## src/rtl/uart_pkg.sv

```systemverilog
// Shared UART definitions: FSM state encodings and frame constants.
// The transmitter and receiver both import this package.
package uart_pkg;

  typedef enum logic [2:0] {
    IDLE    = 3'd0,
    START   = 3'd1,
    DATA    = 3'd2,
    STOP    = 3'd3,
    CLEANUP = 3'd4
  } uart_state_t;

  localparam int   DATA_BITS   = 8;
  localparam logic START_LEVEL = 1'b0;
  localparam logic STOP_LEVEL  = 1'b1;

  // Counter value at which the start bit is re-checked (mid-bit).
  function automatic int half_count(input int clks_per_bit);
    return (clks_per_bit - 1) / 2;
  endfunction

endpackage

```

## src/rtl/uart_rx_sync.sv

```systemverilog
// Two-flop synchroniser for asynchronous inputs. Resets to all-ones so an
// idle-high serial line does not look like a start bit while in reset.
module uart_rx_sync #(
  parameter int WIDTH = 1
) (
  input  logic             clk,
  input  logic             rst_n,
  input  logic [WIDTH-1:0] d,
  output logic [WIDTH-1:0] q
);

  logic [WIDTH-1:0] meta_p0;

  always_ff @(posedge clk or negedge rst_n) begin
    if (!rst_n) begin
      meta_p0 <= '1;
      q       <= '1;
    end else begin
      meta_p0 <= d;
      q       <= meta_p0;
    end
  end

endmodule

```

## src/rtl/uart_rx_framed.sv

```systemverilog
// UART receiver, 8N1, LSB first. Start bit qualified at mid-bit, every later
// bit sampled one bit period apart; strobes either a good byte or a framing error.
module uart_rx_framed
  import uart_pkg::*;
#(
  parameter int CLKS_PER_BIT = 217
) (
  input  logic       i_Clock,
  input  logic       i_Rst_L,
  input  logic       i_RX_Serial,
  output logic       o_RX_DV,
  output logic [7:0] o_RX_Byte,
  output logic       o_RX_Frame_Err,
  output logic       o_RX_Active
);

  localparam int             CW     = $clog2(CLKS_PER_BIT);
  localparam logic [CW-1:0]  HALF_C = CW'(half_count(CLKS_PER_BIT));
  localparam logic [CW-1:0]  LAST_C = CW'(CLKS_PER_BIT - 1);
  localparam logic [2:0]     LAST_IDX = 3'(DATA_BITS - 1);

  logic          rx_sync;
  uart_state_t   state;
  logic [CW-1:0] cnt;
  logic [2:0]    idx;
  logic [7:0]    shreg;

  uart_rx_sync #(
    .WIDTH (1)
  ) u_sync (
    .clk   (i_Clock),
    .rst_n (i_Rst_L),
    .d     (i_RX_Serial),
    .q     (rx_sync)
  );

  // Data shift register carries no reset; it is only observed after a full frame.
  always_ff @(posedge i_Clock) begin
    if (state == DATA && cnt == LAST_C) begin
      shreg[idx] <= rx_sync;
    end
  end

  always_ff @(posedge i_Clock or negedge i_Rst_L) begin
    if (!i_Rst_L) begin
      state          <= IDLE;
      cnt            <= '0;
      idx            <= '0;
      o_RX_DV        <= 1'b0;
      o_RX_Frame_Err <= 1'b0;
      o_RX_Active    <= 1'b0;
      o_RX_Byte      <= 8'h00;
    end else begin
      o_RX_DV        <= 1'b0;
      o_RX_Frame_Err <= 1'b0;
      case (state)
        IDLE: begin
          cnt <= '0;
          idx <= '0;
          if (rx_sync == START_LEVEL) begin
            state <= START;
          end
        end
        START: begin
          if (cnt == HALF_C) begin
            cnt <= '0;
            if (rx_sync == START_LEVEL) begin
              o_RX_Active <= 1'b1;
              state       <= DATA;
            end else begin
              state <= IDLE;
            end
          end else begin
            cnt <= cnt + CW'(1);
          end
        end
        DATA: begin
          if (cnt == LAST_C) begin
            cnt <= '0;
            if (idx != LAST_IDX) begin
              idx <= idx + 3'd1;
            end else begin
              idx   <= '0;
              state <= STOP;
            end
          end else begin
            cnt <= cnt + CW'(1);
          end
        end
        STOP: begin
          if (cnt == LAST_C) begin
            cnt <= '0;
            if (rx_sync == STOP_LEVEL) begin
              o_RX_Byte <= shreg;
              o_RX_DV   <= 1'b1;
            end else begin
              o_RX_Frame_Err <= 1'b1;
            end
            o_RX_Active <= 1'b0;
            state       <= CLEANUP;
          end else begin
            cnt <= cnt + CW'(1);
          end
        end
        CLEANUP: begin
          // A break or stuck-low line parks here until the line idles again.
          cnt <= '0;
          if (rx_sync == STOP_LEVEL) begin
            state <= IDLE;
          end
        end
        default: begin
          cnt   <= '0;
          idx   <= '0;
          state <= IDLE;
        end
      endcase
    end
  end

endmodule

```

## config.mk

```make
export PLATFORM = sky130hd
export DESIGN_NAME = uart_rx_framed
export DESIGN_NICKNAME = d
export VERILOG_FILES = /design/src/rtl/uart_pkg.sv /design/src/rtl/uart_rx_sync.sv /design/src/rtl/uart_rx_framed.sv
export SDC_FILE = /design/constraint.sdc
export NUM_CORES = 1
export LEC_CHECK = 0
export ABC_CLOCK_PERIOD_IN_PS = 6350
export CAP_MARGIN = 20
export CORE_ASPECT_RATIO = 1.2
export CORE_MARGIN = 1
export CORE_UTILIZATION = 60
export CTS_CLUSTER_DIAMETER = 50
export DETAILED_ROUTE_END_ITERATION = 10
export PLACE_DENSITY = 0.84
export SYNTH_ARGS = -nofsm -noshare
export SYNTH_HDL_FRONTEND = slang
export SYNTH_HIERARCHICAL = 1
export SYNTH_SLANG_ARGS = --single-unit
```

## constraint.sdc

```tcl
create_clock -name i_Clock -period 6.35 [get_ports i_Clock]
set_clock_uncertainty 0.2 [all_clocks]
set_input_delay 0.9525 -clock i_Clock [delete_from_list [all_inputs] [get_ports i_Clock]]
set_output_delay 0.9525 -clock i_Clock [all_outputs]
set_load 0.05 [all_outputs]
```

==> qor.yml <==
power:
  p_seq_share_pct: 58.4
  combinationalPowerShare_pct: 1.4
  ir_drop_mv: 0.1861
  p_sw_share_pct: 20.68
  p_leak_nw: 0.7320
  p_sw_mw: 0.08224
  internal-power_mw: 0.3155
  clkPwrFrac_pct: 40.3
  p_per_area_nw_per_um2: 221.8
  power_mw: 0.3977
finish:
  area_growth_pct: 15.94
  layoutNonFillerInstCount: 181
  antenna_cells: 0
  drive_gt1_share_pct: 14.67
  nFillCells: 157
  post-route-util_pct: 76.18
  nets: 156
critical_path:
  worst-path-max-fanout: 9
  worst_ep_arrival_time_ns: 2.63
  r2r-end: "shreg[4]"
  path_class: "register to register"
  start_kind: "register"
  startpoint: "cnt[0]"
  r2r.worst_path.cells: 6
  critPathRequiredTime_ns: 6.17
  end_kind: "register"
  reg2reg_from: "cnt[0]"
  reg2reg_slack_ns: 3.54
hold_path:
  hp-class: "register to register"
  hold_end: "u_sync/q"
  hp-start: "u_sync/meta_p0"
  min_path_cells: 0
clock_network:
  cts.sinks: 35
  post_cts_resize_count: 0
  root_buffer: "clkbuf_4"
  ctsHoldBuffers: 0
  cts_made_buffers: 5
  ctsHtreeMaxLevel: 2
  clk_pin_slew_worst_paths_ns: 0.11
  worstSkewPairLatency_ns: 0.35
  cts_tree: "built"
  clock_path_buffers: 2
  post_cts_buffers: 0
routing:
  first_iter_violations: 39
  drc: 0
  viasPerCell: 5.961
  drt-wirelength-per-cell_um: 15.75
  drt_first_pass_iters: 4
  num_vias: 1079
  routed_wl_um: 2850
  ant_nets: 0
synthesis:
  netlist_instances: 131
  seq_area_frac_synth_pct: 59.39
  ys.flop_type: "dfrtp_1"
  synth-async-reset-ratio_pct: 77.14
  yosysUniqueCellTypes: 33
  syn_area_per_cell_sq_um: 11.81
  synth-warning-count: 6
  synth.cell_area_sq_um: 1546
  synth_edf_count: 8
  ys_ff_latch: 35
  synth_nets: 138
floorplan:
  ioPinCount: 14
  core-area_sq_um: 2354
  chipHeight_um: 57.62
  die_w_um: 48.35
  initial_utilization_pct: 65.71
  rows: 19
  dieArea_sq_um: 2785
place:
  numPortBuffers: 13
  pre_cts_slack_ns: 3.686
  dp.cells: 173
  gp_congestion: 0.7682
  place_hpwl_um: 1922
global_route:
  grt.met1_usage_pct: 30.07
  grt_pass1_vias: 1045
  grt_pass1_wl_um: 5037
  grt_max_degree: 28
  grt_antenna_before_repair: 0
  overflow: 0
  grt_usage_pct: 25.20
  grt_util_met2_pct: 39.64
  busiest_layer: "met2"
  grtUsageMet3_pct: 8.661
timing:
  slew_headroom_pct: 38.82
  hold_viol: 0
  fmax_ghz: 0.3564
  tns_ns: 0
  report.final.slew_viol_count: 0
  finalCritPeriodShare_pct: 44.19
  tightest_slew_ns: 0.9154
  rsz0062_at_grt: "no"
  finalWorstSetupSlack_ns: 3.544
  post-route-min-period_ns: 2.806
  setup_viol: 0
run:
  maxCapViolCount: 0
run_status:
  status: "complete, no violations"
[cells by family after synthesis]
group | share of synthesized area, %
adder cells (fa/ha/maj) | 3.236
AND/OR/NAND/NOR | 19.17
XOR/XNOR | 3.398
AO/OA/AOI/OAI | 5.745
flip-flops | 59.39
multiplexers | 7.120
buffers and inverters | 1.942
[power groups by stage]
stage / Combinational (mW) / Clock [mW] / Sequential (mW)
CTS: 0.00581 / 0.164 / 0.232
finish: 0.00553 / 0.160 / 0.232
detailed placement: 0.00576 / 0 / 0.237
floorplan: 0.000575 / 0 / 0.236
global placement: 0.00559 / 0 / 0.237
global route: 0.00659 / 0.171 / 0.232
[sequential cells by signal, indices dropped and copies added, names as in the netlist]
| signal | count |
|---|---|
| cnt | 8 |
| state | 3 |
| shreg | 8 |
| u_sync/meta_p0 | 1 |
| o_RX_DV | 1 |
| u_sync/q | 1 |
| o_RX_Active | 1 |
| o_RX_Frame_Err | 1 |
| o_RX_Byte | 8 |
| idx | 3 |
[cells in the final DEF (no fill, tap or decap), types with 3 or more instances in the layout]
cell	synthesis	layout
nand2b_1	5	5
mux2_2	8	8
nor3_1	6	6
clkbuf_4	0	5
nor2b_1	3	3
nand3_1	9	9
dfrtp_1	25	25
inv_1	5	5
edfxtp_1	8	8
o21ai_0	4	4
clkdlybuf4s50_1	0	13
ha_1	4	4
xor2_1	4	4
nand2_1	4	4
nor2_1	18	18
[metrics by stage]
step                hold WS (ns)  instance area, sq um
floorplan                 0.1452                  1546
global placement          0.1468                  1712
detailed placement        0.1476                  1712
CTS                       0.1641                  1793
global route              0.1676                  1793
finish                    0.1632                  1793
[critical path, stage by stage, from the launching register on]
cell and delay, ns:
dfrtp_1 0.45, inv_1 0.08, ha_1 0.16, nand4_1 0.13, nor4b_2 0.78, nand2_1 0.29, nor4_1 0.40
[cells in the mapped netlist, types with 3 or more instances]
cell / instances / share of area, %
nand3_1: 9 / 2.9
o21ai_0: 4 / 1.3
ha_1: 4 / 3.2
nand2b_1: 5 / 2.0
nand2_1: 4 / 0.97
nor2_1: 18 / 4.4
clkbuf_1: 3 / 0.73
mux2_2: 8 / 5.8
dfrtp_1: 25 / 40
nor2b_1: 3 / 1.2
edfxtp_1: 8 / 16
inv_1: 5 / 1.2
xor2_1: 4 / 2.3
nor3_1: 6 / 1.9
[final cells by class]
type | count | area (sq um) | share of cell area (%)
sequential | 35 | 918.4 | 51.22
multi-input combinational | 88 | 598.1 | 33.36
timing repair buffer | 14 | 137.6 | 7.676
clock buffer | 5 | 37.54 | 2.094
inverter | 5 | 18.77 | 1.047
tap | 31 | 38.79 | 2.163
clock inverter | 3 | 43.79 | 2.442
[routing by layer]
| layer | up-vias | part of all wire [%] |
|---|---|---|
| li1 | 508 | - |
| met1 | 524 | 40 |
| met2 | 35 | 51 |
| met3 | 12 | 5.4 |
| met4 | 0 | 3.4 |
| met5 | - | 0 |
[worst max-delay path by stage]
stage / slack, ns / depth (start not counted) / to
floorplan: 3.99 / 6 / shreg[4]
global placement: 3.78 / 6 / shreg[4]
detailed placement: 3.69 / 6 / shreg[4]
CTS: 3.60 / 6 / shreg[4]
global route: 3.26 / 6 / shreg[4]
finish: 3.54 / 6 / shreg[4]
(Power assumes the default switching activity.)
